## src/rtl/ysyx_22050019_skid_reg.sv

```systemverilog
// Two-entry registered pipeline stage (main + skid) with valid/ready on both sides.
// Latency: data pushed at edge N is on out_data with out_valid=1 after edge N.
// Backpressure: absorbs one extra beat on an output stall; in_ready is a pure flop, no path from out_ready.
module ysyx_22050019_skid_reg #(
    parameter int            DW        = 32,
    parameter logic [DW-1:0] RESET_VAL = '0
) (
    input  logic          clk,
    input  logic          rst_n,
    input  logic          flush,
    input  logic          in_valid,
    output logic          in_ready,
    input  logic [DW-1:0] in_data,
    output logic          out_valid,
    input  logic          out_ready,
    output logic [DW-1:0] out_data
);

    // Encoding chosen so bit 0 is main_v and bit 1 is skid_v: both outputs come straight off flops.
    typedef enum logic [1:0] {
        EMPTY = 2'b00,
        ONE   = 2'b01,
        TWO   = 2'b11
    } state_t;

    state_t        state_q;
    state_t        state_d;
    logic [DW-1:0] main_q;
    logic [DW-1:0] skid_q;
    logic          main_v;
    logic          skid_v;
    logic          push;
    logic          pop;
    logic          load_main_in;
    logic          load_main_skid;
    logic          load_skid;

    assign main_v    = state_q[0];
    assign skid_v    = state_q[1];
    assign in_ready  = !skid_v;
    assign out_valid = main_v;
    assign out_data  = main_q;

    assign push = in_valid && in_ready;
    assign pop  = out_valid && out_ready;

    always_comb begin
        state_d        = state_q;
        load_main_in   = 1'b0;
        load_main_skid = 1'b0;
        load_skid      = 1'b0;
        if (flush) begin
            state_d = EMPTY;
        end else begin
            case (state_q)
                EMPTY: begin
                    if (push) begin
                        state_d      = ONE;
                        load_main_in = 1'b1;
                    end
                end
                ONE: begin
                    if (push && pop) begin
                        load_main_in = 1'b1;
                    end else if (push) begin
                        state_d   = TWO;
                        load_skid = 1'b1;
                    end else if (pop) begin
                        state_d = EMPTY;
                    end
                end
                TWO: begin
                    // in_ready is low here, so only a pop can move us
                    if (pop) begin
                        state_d        = ONE;
                        load_main_skid = 1'b1;
                    end
                end
                default: state_d = EMPTY;
            endcase
        end
    end

    always_ff @(posedge clk or negedge rst_n) begin
        if (!rst_n) begin
            state_q <= EMPTY;
        end else begin
            state_q <= state_d;
        end
    end

    always_ff @(posedge clk or negedge rst_n) begin
        if (!rst_n) begin
            main_q <= RESET_VAL;
        end else if (flush) begin
            main_q <= RESET_VAL;
        end else if (load_main_skid) begin
            main_q <= skid_q;
        end else if (load_main_in) begin
            main_q <= in_data;
        end
    end

    always_ff @(posedge clk or negedge rst_n) begin
        if (!rst_n) begin
            skid_q <= '0;
        end else if (load_skid) begin
            skid_q <= in_data;
        end
    end

endmodule

```

## config.mk

```make
export PLATFORM = sky130hd
export DESIGN_NAME = ysyx_22050019_skid_reg
export DESIGN_NICKNAME = d
export VERILOG_FILES = /design/src/rtl/ysyx_22050019_skid_reg.sv
export SDC_FILE = /design/constraint.sdc
export NUM_CORES = 1
export LEC_CHECK = 0
export BUFFER_PORTS_ARGS = -buffer_cell sky130_fd_sc_hd__buf_4
export CORE_UTILIZATION = 48
export DETAILED_ROUTE_END_ITERATION = 12
export PLACE_DENSITY_LB_ADDON = 0.15
export SLEW_MARGIN = 25
export SYNTH_ARGS = -nofsm -noshare
export SYNTH_HDL_FRONTEND = slang
export SYNTH_SLANG_ARGS = --single-unit
```

## constraint.sdc

```tcl
create_clock -name clk -period 1.6 [get_ports clk]
set_input_delay 0.16 -clock clk [delete_from_list [all_inputs] [get_ports clk]]
set_output_delay 0.16 -clock clk [all_outputs]
set_load 0.05 [all_outputs]
```

==> results by group, run 1 <==
Critical path
  • Reg2reg end: out_data[18]$_DFFE_PN0P_
  • Crit Path Class: register to register
  • Worst Path Buf+Inv: 2
  • Critical path cell sequence: clkinvlp_4 > ha_4 > a31oi_4 > nor2_8 > buf_12 > mux2i_1 > o21ai_1
  • CP max-delay cell: dfrtp_2
  • FF-to-FF Start: state_q[1]$_DFFE_PN0P_
  • Startpoint Class: register
  • CP Capture Type: register
  • R2r setup slk: -30 ps
  • CP required: 1820 ps
  • R2r worst-path depth: 7
  • Cell family contributing the most delay on the critical path: flip-flops
  • Crit path max fanout: 13
  • Crit path DAT: 1860 ps
  • Crit-path max cell delay: 440 ps

Pwr
  • PwrDens: 1620 nW/um^2
  • Part of the power in registers: 0.388
  • Sw frac: 0.342
  • Comb pwr share: 0.374
  • Sw Pwr: 2240 uW
  • Int Pwr: 4310 uW
  • Pleak: 0.00194 uW
  • Clk pwr share: 0.238
  • Worst vdd rail ir drop: 1.00 mV

Floorplan
  • I/O pin count: 71
  • Core box area: 5920 sq um
  • Die Ht: 80.2 microns
  • # rows: 28
  • Die Span X: 80.2 microns
  • Starting Density: 0.495
  • Die Footprint: 6420 sq um

Detailed routing
  • DR vias: 2073
  • Routed vias/inst: 5.14
  • First drt pass iteration count: 4
  • Post-route antenna net violation count: 0
  • WL/cell: 15.8 microns
  • Post-route DRC: 0
  • DRC violation total after the first TritonRoute iteration: 107
  • WL final: 6370 microns

Timing
  • Post-layout min period: 1630 ps
  • Fin crit share: 1.02
  • Max_slew headroom: 0.641
  • Final hold vios: 0
  • Final setup vio count: 5
  • Setup ws final: -34.9 ps
  • Slew @ Worst Pin: 539 ps
  • Max Slew Vio Count: 0
  • Hold_ws: 44.1 ps
  • RSZ-0062 raised after global routing: yes
  • Max frequency: 0.612 GHz
  • Clock skew: 10.6 ps

Yosys
  • Register area share after synthesis: 0.563
  • YS warnings: 0
  • Post-Syn Area: 2930 sq um
  • Post-synth ARST share: 1.00
  • Synthesized Nets: 271
  • Post-synthesis register bit count: 66
  • Primary FF master, synth: dfrtp_1
  • EDFF count, synth: 0
  • Post-synth cell types: 27
  • Mean Syn Cell Area: 12.7 sq um
  • Cells after Synth: 230

Clock tree
  • TritonCTS Buffers: 9
  • Clock sinks: 66
  • CTS max path bufs: 2
  • CTS tree: built
  • CTS root buf: clkbuf_8
  • H-tree levels: 3
  • Worst skew pair latency: 340 ps
  • Worst-path clk slew: 80 ps

Finish
  • Post-Layout Inst Area: 4050 sq um
  • Commonest non-fill, non-tap cell in the layout: buf_4
  • Share of cells above drive strength 1: 0.470
  • Final Util: 0.684
  • Final net count: 364
  • Commonest non-fill, non-tap cells in the layout: buf_4 (82), dfrtp_1 (64), mux2i_1 (33), nand2_1 (33), o21ai_1 (32)
  • ANT cells: 0
  • Area Growth Syn to Fin: 38.1%
  • Fillcell total: 447

Global route
  • Initial antenna violation count: 0
  • Met3 Resource Use GR: 0.0455
  • First-pass GRT wire length: 9820 microns
  • GR Util met1: 0.284
  • Vias in the first global route: 2012
  • GRT busiest layer: met2
  • Largest net degree at the start of global routing: 41
  • Total grt overflow: 0
  • Global routing usage on met2: 0.317
  • GR Util All Layers: 0.207

Place
  • GP Congestion: 0.789
  • Number of buffers added on ports: 70
  • DP HPWL: 4050 microns
  • Placed inst area: 3680 sq um

Job
  • Maxcap violations: 0

Worst hold path
  • Hold Crit Start: in_data[4]
  • Hold path endpoint: skid_q[4]$_DFFE_PN0P_
  • Hold Crit Depth: 2
  • Hold Crit Class: primary input to register

Status
  • Status: finished, violations left
  • Failing checks: setup timing
==> routing by layer <==
| layer | vias up | routed length [microns] |
|---|---|---|
| met5 | - | 0 |
| met4 | 0 | 117 |
| met3 | 13 | 328 |
| met2 | 60 | 2900 |
| met1 | 1009 | 3030 |
| li1 | 991 | - |
==> logic make-up (layout without fill, tap and decap cells) <==
family | Yosys count | after routing | synth area share
adder cells (fa/ha/maj) | 4 | 4 | 0.0171
XOR/XNOR | 1 | 1 | 0.00299
AND/OR/NAND/NOR | 42 | 42 | 0.0717
AO/OA/AOI/OAI | 37 | 37 | 0.0708
buffers and inverters | 14 | 112 | 0.0346
multiplexers | 66 | 66 | 0.239
flip-flops | 66 | 66 | 0.563
==> Yosys cell counts, types with 2 or more instances <==
library cell,count,area share
inv_1,2,0.0026
mux2i_1,33,0.11
buf_6,6,0.023
mux2_2,30,0.12
o21ai_1,30,0.051
clkbuf_1,3,0.0038
dfrtp_1,66,0.56
ha_1,4,0.017
o21ai_0,2,0.0034
nand2_1,33,0.042
mux2_1,3,0.012
buf_2,3,0.0051
==> sequential cells by signal (all words and copies together), names as in the netlist <==
register / cells
out_data: 32
skid_q: 32
state_q: 2
==> metrics by stage <==
step / instances / power (uW) / setup slack [ps] / setup TNS, ps
2_1_floorplan: 230 / 4150 / -211 / -12110
3_3_place_gp: 379 / 4790 / 2.17 / 0
3_5_place_dp: 379 / 4850 / -30.2 / -432
4_1_cts: 400 / 6510 / -25.4 / -328
5_1_grt: 403 / 6880 / -126 / -2420
6_report: 403 / 6550 / -34.9 / -75.6
==> how the worst max path moves through the flow <==
stage	from	to	slack (ps)	cells after the start
floorplan	state_q[1]$_DFFE_PN0P_	skid_q[10]$_DFFE_PN0P_	-210	5
global placement	state_q[1]$_DFFE_PN0P_	skid_q[0]$_DFFE_PN0P_	2	5
detailed placement	state_q[1]$_DFFE_PN0P_	skid_q[22]$_DFFE_PN0P_	-30	5
CTS	state_q[1]$_DFFE_PN0P_	skid_q[17]$_DFFE_PN0P_	-30	5
global route	state_q[1]$_DFFE_PN0P_	out_data[18]$_DFFE_PN0P_	-130	7
finish	state_q[1]$_DFFE_PN0P_	out_data[18]$_DFFE_PN0P_	-30	7
==> what timing repair did <==
item | in CTS | in global routing
hold endpoints to repair | 38 | 0
pin swaps | 2 | 3
gates cloned | 0 | 3
hold buffers | 1 | 0
buffers inserted | 4 | 0
setup endpoints to repair | 50 | 66
gates resized for setup | 8 | 4
==> power by group through the flow <==
stage | combinational (uW) | clock (uW) | sequential (uW)
final | 2450 | 1560 | 2540
after global routing | 2610 | 1660 | 2610
after CTS | 2400 | 1580 | 2530
after detailed placement | 2290 | 0 | 2560
after global placement | 2250 | 0 | 2540
after floorplan | 1120 | 0 | 3030
==> cell type report <==
type | count | area [sq um] | area share
inverters | 2 | 11.3 | 0.00278
flip-flops and latches | 66 | 1650 | 0.409
multi-input cells | 150 | 1240 | 0.305
well taps | 75 | 93.8 | 0.0232
clock buffers | 11 | 141 | 0.0349
clock inverters | 5 | 77.6 | 0.0192
repair buffers | 94 | 833 | 0.206
Note: power is estimated with default switching activity, not from simulation.
==> run 2, diff against run 1 <==
HOLD_SLACK_MARGIN = 0.08   (was unset)
==> run 2 against run 1 <==
The flow still finishes with violations (setup timing). Clock power about the same. Sequential power about the same. Global-route usage increased by 1.4 points. Cell area increased by 7.9%. Sequential share of layout area decreased by 3.0 points. Fmax decreased by 0.72%. Largest power group unchanged.
==> results by group, run 2 (synthesis gave the netlist of run 1 again) <==
Status
  • Status: finished, violations left
  • Failing checks: setup timing

Detailed routing
  • Top layer reached by signal wires: met4
  • First drt pass iteration count: 4 (unchanged)
  • Routed vias/inst: 5.11 (-0.74%)
  • DR vias: 2221 (+7.1%)
  • WL/cell: 15.5 microns (-2.0%)
  • Met2 WL: 3190 microns (+10%)
  • Metal3 WL: 311 microns (-5.2%)
  • DRC violation total after the first TritonRoute iteration: 128 (+20%)
  • Post-route antenna net violation count: 0 (unchanged)
  • Metal1 wirelength: 3150 microns (+4.1%)
  • Post-route DRC: 0 (unchanged)
  • WL final: 6740 microns (+5.8%)

Clock tree
  • Worst skew pair latency: 340 ps (about the same)
  • Worst-path clk slew: 70 ps (about the same)
  • Clock sinks: 66 (unchanged)
  • CTS root buf: clkbuf_8
  • CTS max path bufs: 2 (unchanged)
  • H-tree levels: 3 (unchanged)
  • TritonCTS Buffers: 9 (unchanged)
  • CTS tree: built

Floorplan
  • Die Ht: 80.2 microns (unchanged)
  • Core box area: 5920 sq um (unchanged)
  • Die Span X: 80.2 microns (unchanged)
  • Die Footprint: 6420 sq um (unchanged)
  • # rows: 28 (unchanged)
  • Starting Density: 0.495 (unchanged)
  • I/O pin count: 71 (unchanged)

Timing
  • Max frequency: 0.607 GHz (-0.72%)
  • Max Slew Vio Count: 0 (unchanged)
  • Clock skew: 9.85 ps (-0.784 ps)
  • Setup ws final: -46.8 ps (-11.9 ps)
  • RSZ-0062 raised after global routing: yes
  • TNS Setup: -62.7 ps (+12.9 ps)
  • Final hold vios: 0 (unchanged)
  • Fin crit share: 1.03 (+0.00743)
  • Post-layout min period: 1650 ps (+11.9 ps)
  • Max_slew headroom: 0.639 (-0.00158)
  • Final setup vio count: 5 (unchanged)
  • Slew @ Worst Pin: 541 ps (+2.37 ps)

Critical path
  • Crit Path Class: register to register
  • Startpoint Class: register
  • CP Capture Type: register
  • Crit-path max cell delay: 440 ps (about the same)
  • Critical path cell sequence: clkinvlp_4 > ha_4 > a31oi_4 > nor2_8 > buf_12 > mux2i_1 > o21ai_1
  • Crit path max fanout: 13 (unchanged)
  • CP max-delay cell: dfrtp_2
  • CP required: 1820 ps (about the same)
  • Crit path DAT: 1870 ps (about the same)

Place
  • Placed Cells incl. Taps: 379 (unchanged)
  • DP HPWL: 4050 microns (unchanged)
  • Number of buffers added on ports: 70 (unchanged)
  • GP Congestion: 0.789 (unchanged)

Global route
  • GR Util All Layers: 0.221 (+0.0143)
  • First-pass GRT wire length: 10500 microns (+7.0%)
  • Vias in the first global route: 2167 (+7.7%)
  • Total grt overflow: 0 (unchanged)
  • Initial antenna violation count: 0 (unchanged)
  • Largest net degree at the start of global routing: 41 (unchanged)

Finish
  • Fillcell total: 406 (-9.2%)
  • Final net count: 396 (+8.8%)
  • Commonest non-fill, non-tap cells in the layout: buf_4 (82), dfrtp_1 (64), mux2i_1 (33), nand2_1 (33), dlygate4sd3_1 (33)
  • ANT cells: 0 (unchanged)
  • Share of cells above drive strength 1: 0.428 (-0.0417)
  • Area Growth Syn to Fin: 49.0%
  • Commonest non-fill, non-tap cell in the layout: buf_4
  • Finished Layout Cells: 435 (+7.9%)

Job
  • Maxcap violations: 0 (unchanged)

Pwr
  • Pleak: 0.00207 uW (+6.9%)
  • Overall power: 6610 uW (+0.90%)
  • Worst vdd rail ir drop: 0.963 mV (-4.1%)
  • PwrDens: 1510 nW/um^2 (-6.5%)

Worst hold path
  • Hold Crit Class: primary input to register
-- run 2: cell count changes in the layout (fill, tap and decap cells not counted) --
cell / previous run / this run
dlygate4sd3_1: 1 / 33
-- run 2: power breakdown --
part           total [uW]  switching [uW]  internal [uW]
Combinational        2510            1300           1220
Clock                1560             643            915
Sequential           2540             307           2230
Total                6610            2250           4360
-- run 2: cell type report --
type / instances / area, sq um / area share
sequential: 66 / 1650 / 0.379
clock inverter: 5 / 77.6 / 0.0178
timing repair buffer: 126 / 1150 / 0.264
tap: 75 / 93.8 / 0.0215
multi-input combinational: 150 / 1240 / 0.283
inverter: 2 / 11.3 / 0.00258
clock buffer: 11 / 141 / 0.0324
-- run 2: routing by layer --
metal,up-vias,track usage
met3,14,0.0432
met5,-,0
met4,0,0.0857
met2,59,0.358
li1,1063,-
met1,1085,0.293
-- run 2: repair_timing --
action | CTS | global route
cloned | 0 | 3
hold buffers | 33 | 0
pin swaps | 2 | 3
endpoints found under the hold margin | 70 | 0
endpoints found under the setup margin | 50 | 66
buffers inserted | 4 | 0
resized for setup | 8 | 4
-- run 2: path summary, 6_finish.rpt --
kind | from | end | slack (ps) | depth (start not counted)
worst min register to register | skid_q[2]$_DFFE_PN0P_ | out_data[2]$_DFFE_PN0P_ | 470 | 2
worst min-delay path | flush | state_q[0]$_DFFE_PN0P_ | 150 | 3
max in group asynchronous | rst_n | out_data[22]$_DFFE_PN0P_ | 740 | 3
min in group asynchronous | rst_n | out_data[1]$_DFFE_PN0P_ | 340 | 2
worst max register to register | state_q[1]$_DFFE_PN0P_ | out_data[18]$_DFFE_PN0P_ | -50 | 7
worst max-delay path | state_q[1]$_DFFE_PN0P_ | out_data[18]$_DFFE_PN0P_ | -50 | 7
-- run 2: metrics by stage --
stage	instance area (sq um)	hold WS (ps)	setup WS, ps	util
floorplan	2950	-136	-211	-
global placement	3680	179	2.17	0.621
detailed placement	3680	179	-30.2	0.621
CTS	4290	149	-25.4	0.725
global route	4370	161	-139	0.738
finish	4370	153	-46.8	0.738
-- run 2: critical path: cells and delay by family (launching register included) --
kind | cells | cell delay, ps
and+or+nand+nor | 1 | 150
buffers and inverters | 2 | 290
AOI/OAI and AO/OA | 2 | 200
muxes | 1 | 250
DFF | 1 | 440
adders and majority gates | 1 | 180
==> run 3, diff against run 2 <==
==> constraint.sdc (replaced) <==
create_clock -name clk -period 1.6 [get_ports clk]
set_input_delay 0.24 -clock clk [delete_from_list [all_inputs] [get_ports clk]]
set_output_delay 0.24 -clock clk [all_outputs]
set_load 0.05 [all_outputs]
==> run 3 against run 2 <==
The run still ends with setup timing left. Total power shrank 2.7%. Sequential share of layout area grew 3.5 points. Clock power shrank 6%. Routed wire length down 10%. Count of clock-buffer cells in the layout is 1 higher.
==> results by group, run 3 (synthesis gave the netlist of run 1 again) <==
Pwr
  • Sw Pwr: 2200 uW (-2.3%)
  • PwrDens: 1610 nW/um^2 (+6.4%)
  • Sw frac: 0.341 (+0.00144)
  • Clk pwr share: 0.228 (-0.008)
  • Int Pwr: 4240 uW (-2.9%)
  • Comb pwr share: 0.378 (-0.002)
  • Worst vdd rail ir drop: 0.922 mV (-4.2%)
  • Pleak: 0.00191 uW (-8.0%)
  • Part of the power in registers: 0.394 (+0.010)
  • Overall power: 6430 uW (-2.7%)

Status
  • Status: finished, violations left
  • Failing checks: setup timing

Global route
  • First-pass GRT wire length: 9720 microns (-7.5%)
  • Initial antenna violation count: 0 (unchanged)
  • Total grt overflow: 0 (unchanged)
  • Largest net degree at the start of global routing: 41 (unchanged)
  • GR Util All Layers: 0.204 (-0.0172)
  • Vias in the first global route: 2050 (-5.4%)

Floorplan
  • I/O pin count: 71 (unchanged)
  • Die Span X: 80.2 microns (unchanged)
  • Die Footprint: 6420 sq um (unchanged)
  • Die Ht: 80.2 microns (unchanged)
  • # rows: 28 (unchanged)
  • Starting Density: 0.495 (unchanged)
  • Core box area: 5920 sq um (unchanged)

Place
  • GP Congestion: 0.788 (-0.18%)
  • DP HPWL: 3980 microns (-1.7%)
  • Number of buffers added on ports: 70 (unchanged)

Finish
  • Share of cells above drive strength 1: 0.471 (+0.0432)
  • Final net count: 363 (-8.3%)
  • Final Util: 0.675 (-0.0632)
  • ANT cells: 0 (unchanged)
  • Commonest non-fill, non-tap cell in the layout: buf_4
  • Area Growth Syn to Fin: 36.2%
  • Commonest non-fill, non-tap cells in the layout: buf_4 (84), dfrtp_1 (64), nand2_1 (33), mux2i_1 (32), o21ai_1 (31)

Detailed routing
  • Routed vias/inst: 5.20 (+1.8%)
  • Post-route DRC: 0 (unchanged)
  • DR vias: 2089 (-5.9%)
  • WL final: 6050 microns (-10%)
  • First drt pass iteration count: 5 (+1)
  • WL/cell: 15.1 microns (-2.8%)
  • DRC violation total after the first TritonRoute iteration: 70 (-45%)
  • Post-route antenna net violation count: 0 (unchanged)

Clock tree
  • CTS root buf: clkbuf_8
  • Worst-path clk slew: 70 ps (about the same)
  • TritonCTS Buffers: 9 (unchanged)
  • H-tree levels: 3 (unchanged)
  • Clock sinks: 66 (unchanged)
  • Worst skew pair latency: 340 ps (about the same)
  • CTS tree: built
  • CTS max path bufs: 2 (unchanged)

Timing
  • Fin crit share: 1.01 (-0.0224)
  • Max_slew headroom: 0.637 (-0.00216)
  • Post-layout min period: 1610 ps (-35.9 ps)
  • Clock skew: 8.68 ps (-1.17 ps)
  • Final hold vios: 0 (unchanged)
  • Slew @ Worst Pin: 544 ps (+3.24 ps)
  • Final setup vio count: 21 (+16)
  • RSZ-0062 raised after global routing: yes
  • Max Slew Vio Count: 0 (unchanged)
  • Setup ws final: -10.9 ps (+35.9 ps)
  • Max frequency: 0.621 GHz (+2.2%)

Critical path
  • Crit Path Class: register to register
  • R2r setup slk: -10 ps (+40 ps)
  • Crit path DAT: 1840 ps (-30 ps)
  • Crit-path max cell delay: 420 ps (-20 ps)
  • CP Capture Type: register
  • CP max-delay cell: dfrtp_2
  • Critical path cell sequence: clkinvlp_4 > ha_4 > nand4b_2 > buf_12 > mux2_2
  • CP required: 1820 ps (about the same)
  • Startpoint Class: register
  • Crit path max fanout: 20 (+7)

Job
  • Maxcap violations: 0 (unchanged)

Worst hold path
  • Hold Crit Class: primary input to register
-- run 3: cell types whose count changed in the layout (fill, tap and decap cells not counted), sizes merged --
| cell | change |
|---|---|
| dlygate4sd3 | -32 |
| buf | +1 |
| bufinv | -1 |
| clkbuf | -1 |
| clkinv | +1 |
| clkinvlp | -1 |
-- run 3: path summary, 6_finish.rpt --
path,from,to,cells past startpoint
max in group asynchronous,rst_n,skid_q[16]$_DFFE_PN0P_,3
hold reg to reg,skid_q[25]$_DFFE_PN0P_,out_data[25]$_DFFE_PN0P_,2
min in group asynchronous,rst_n,out_data[1]$_DFFE_PN0P_,2
hold / removal,in_data[4],skid_q[4]$_DFFE_PN0P_,2
setup reg to reg,state_q[1]$_DFFE_PN0P_,skid_q[18]$_DFFE_PN0P_,5
setup / recovery,state_q[1]$_DFFE_PN0P_,skid_q[18]$_DFFE_PN0P_,5
-- run 3: final cells by class --
| type | instances | area [sq um] |
|---|---|---|
| Inverter | 2 | 11.3 |
| Fill cell | 449 | 1930 |
| Multi-Input combinational cell | 150 | 1230 |
| Tap cell | 75 | 93.8 |
| Clock buffer | 12 | 165 |
| Clock inverter | 4 | 48.8 |
| Timing Repair Buffer | 93 | 792 |
| Sequential cell | 66 | 1650 |
-- run 3: through the flow --
| step | instances | setup WS, ps | TNS [ps] | hold slack, ps | instance area [sq um] |
|---|---|---|---|---|---|
| finish | 402 | -10.9 | -116 | 121 | 3990 |
| global route | 402 | -92.9 | -3000 | 109 | 3990 |
| CTS | 397 | 1.99 | 0 | 102 | 3940 |
| detailed placement | 379 | -64.7 | -2270 | 266 | 3690 |
| global placement | 379 | -4.76 | -79.0 | 262 | 3690 |
| floorplan | 230 | -211 | -12110 | -55.6 | 2950 |
-- run 3: layer usage --
metal	up-vias	GRT usage	wire (microns)
met5	-	0	0
met4	0	0.0696	57
met3	9	0.0648	381
met2	57	0.313	2880
met1	1034	0.273	2730
li1	989	-	-
-- run 3: repair_timing --
action,CTS,global route
endpoints found under the hold margin,38,0
gates resized for setup,4,4
buffers inserted,1,5
hold buffers,1,0
endpoints found under the setup margin,64,65
-- run 3: power by group through the flow --
stage	registers, uW	logic, uW	clock network [uW]
after floorplan	3030	1120	0
after global placement	2540	2250	0
after detailed placement	2560	2300	0
after CTS	2530	2340	1510
after global routing	2600	2590	1560
final	2540	2430	1470
-- run 3: worst max-delay path, delay by kind of cell (launching register included) --
family	cells	cell delay, ps
multiplexers	1	350
adder cells (fa/ha/maj)	1	210
flip-flops	1	420
buffers and inverters	2	350
AND/OR/NAND/NOR	1	150
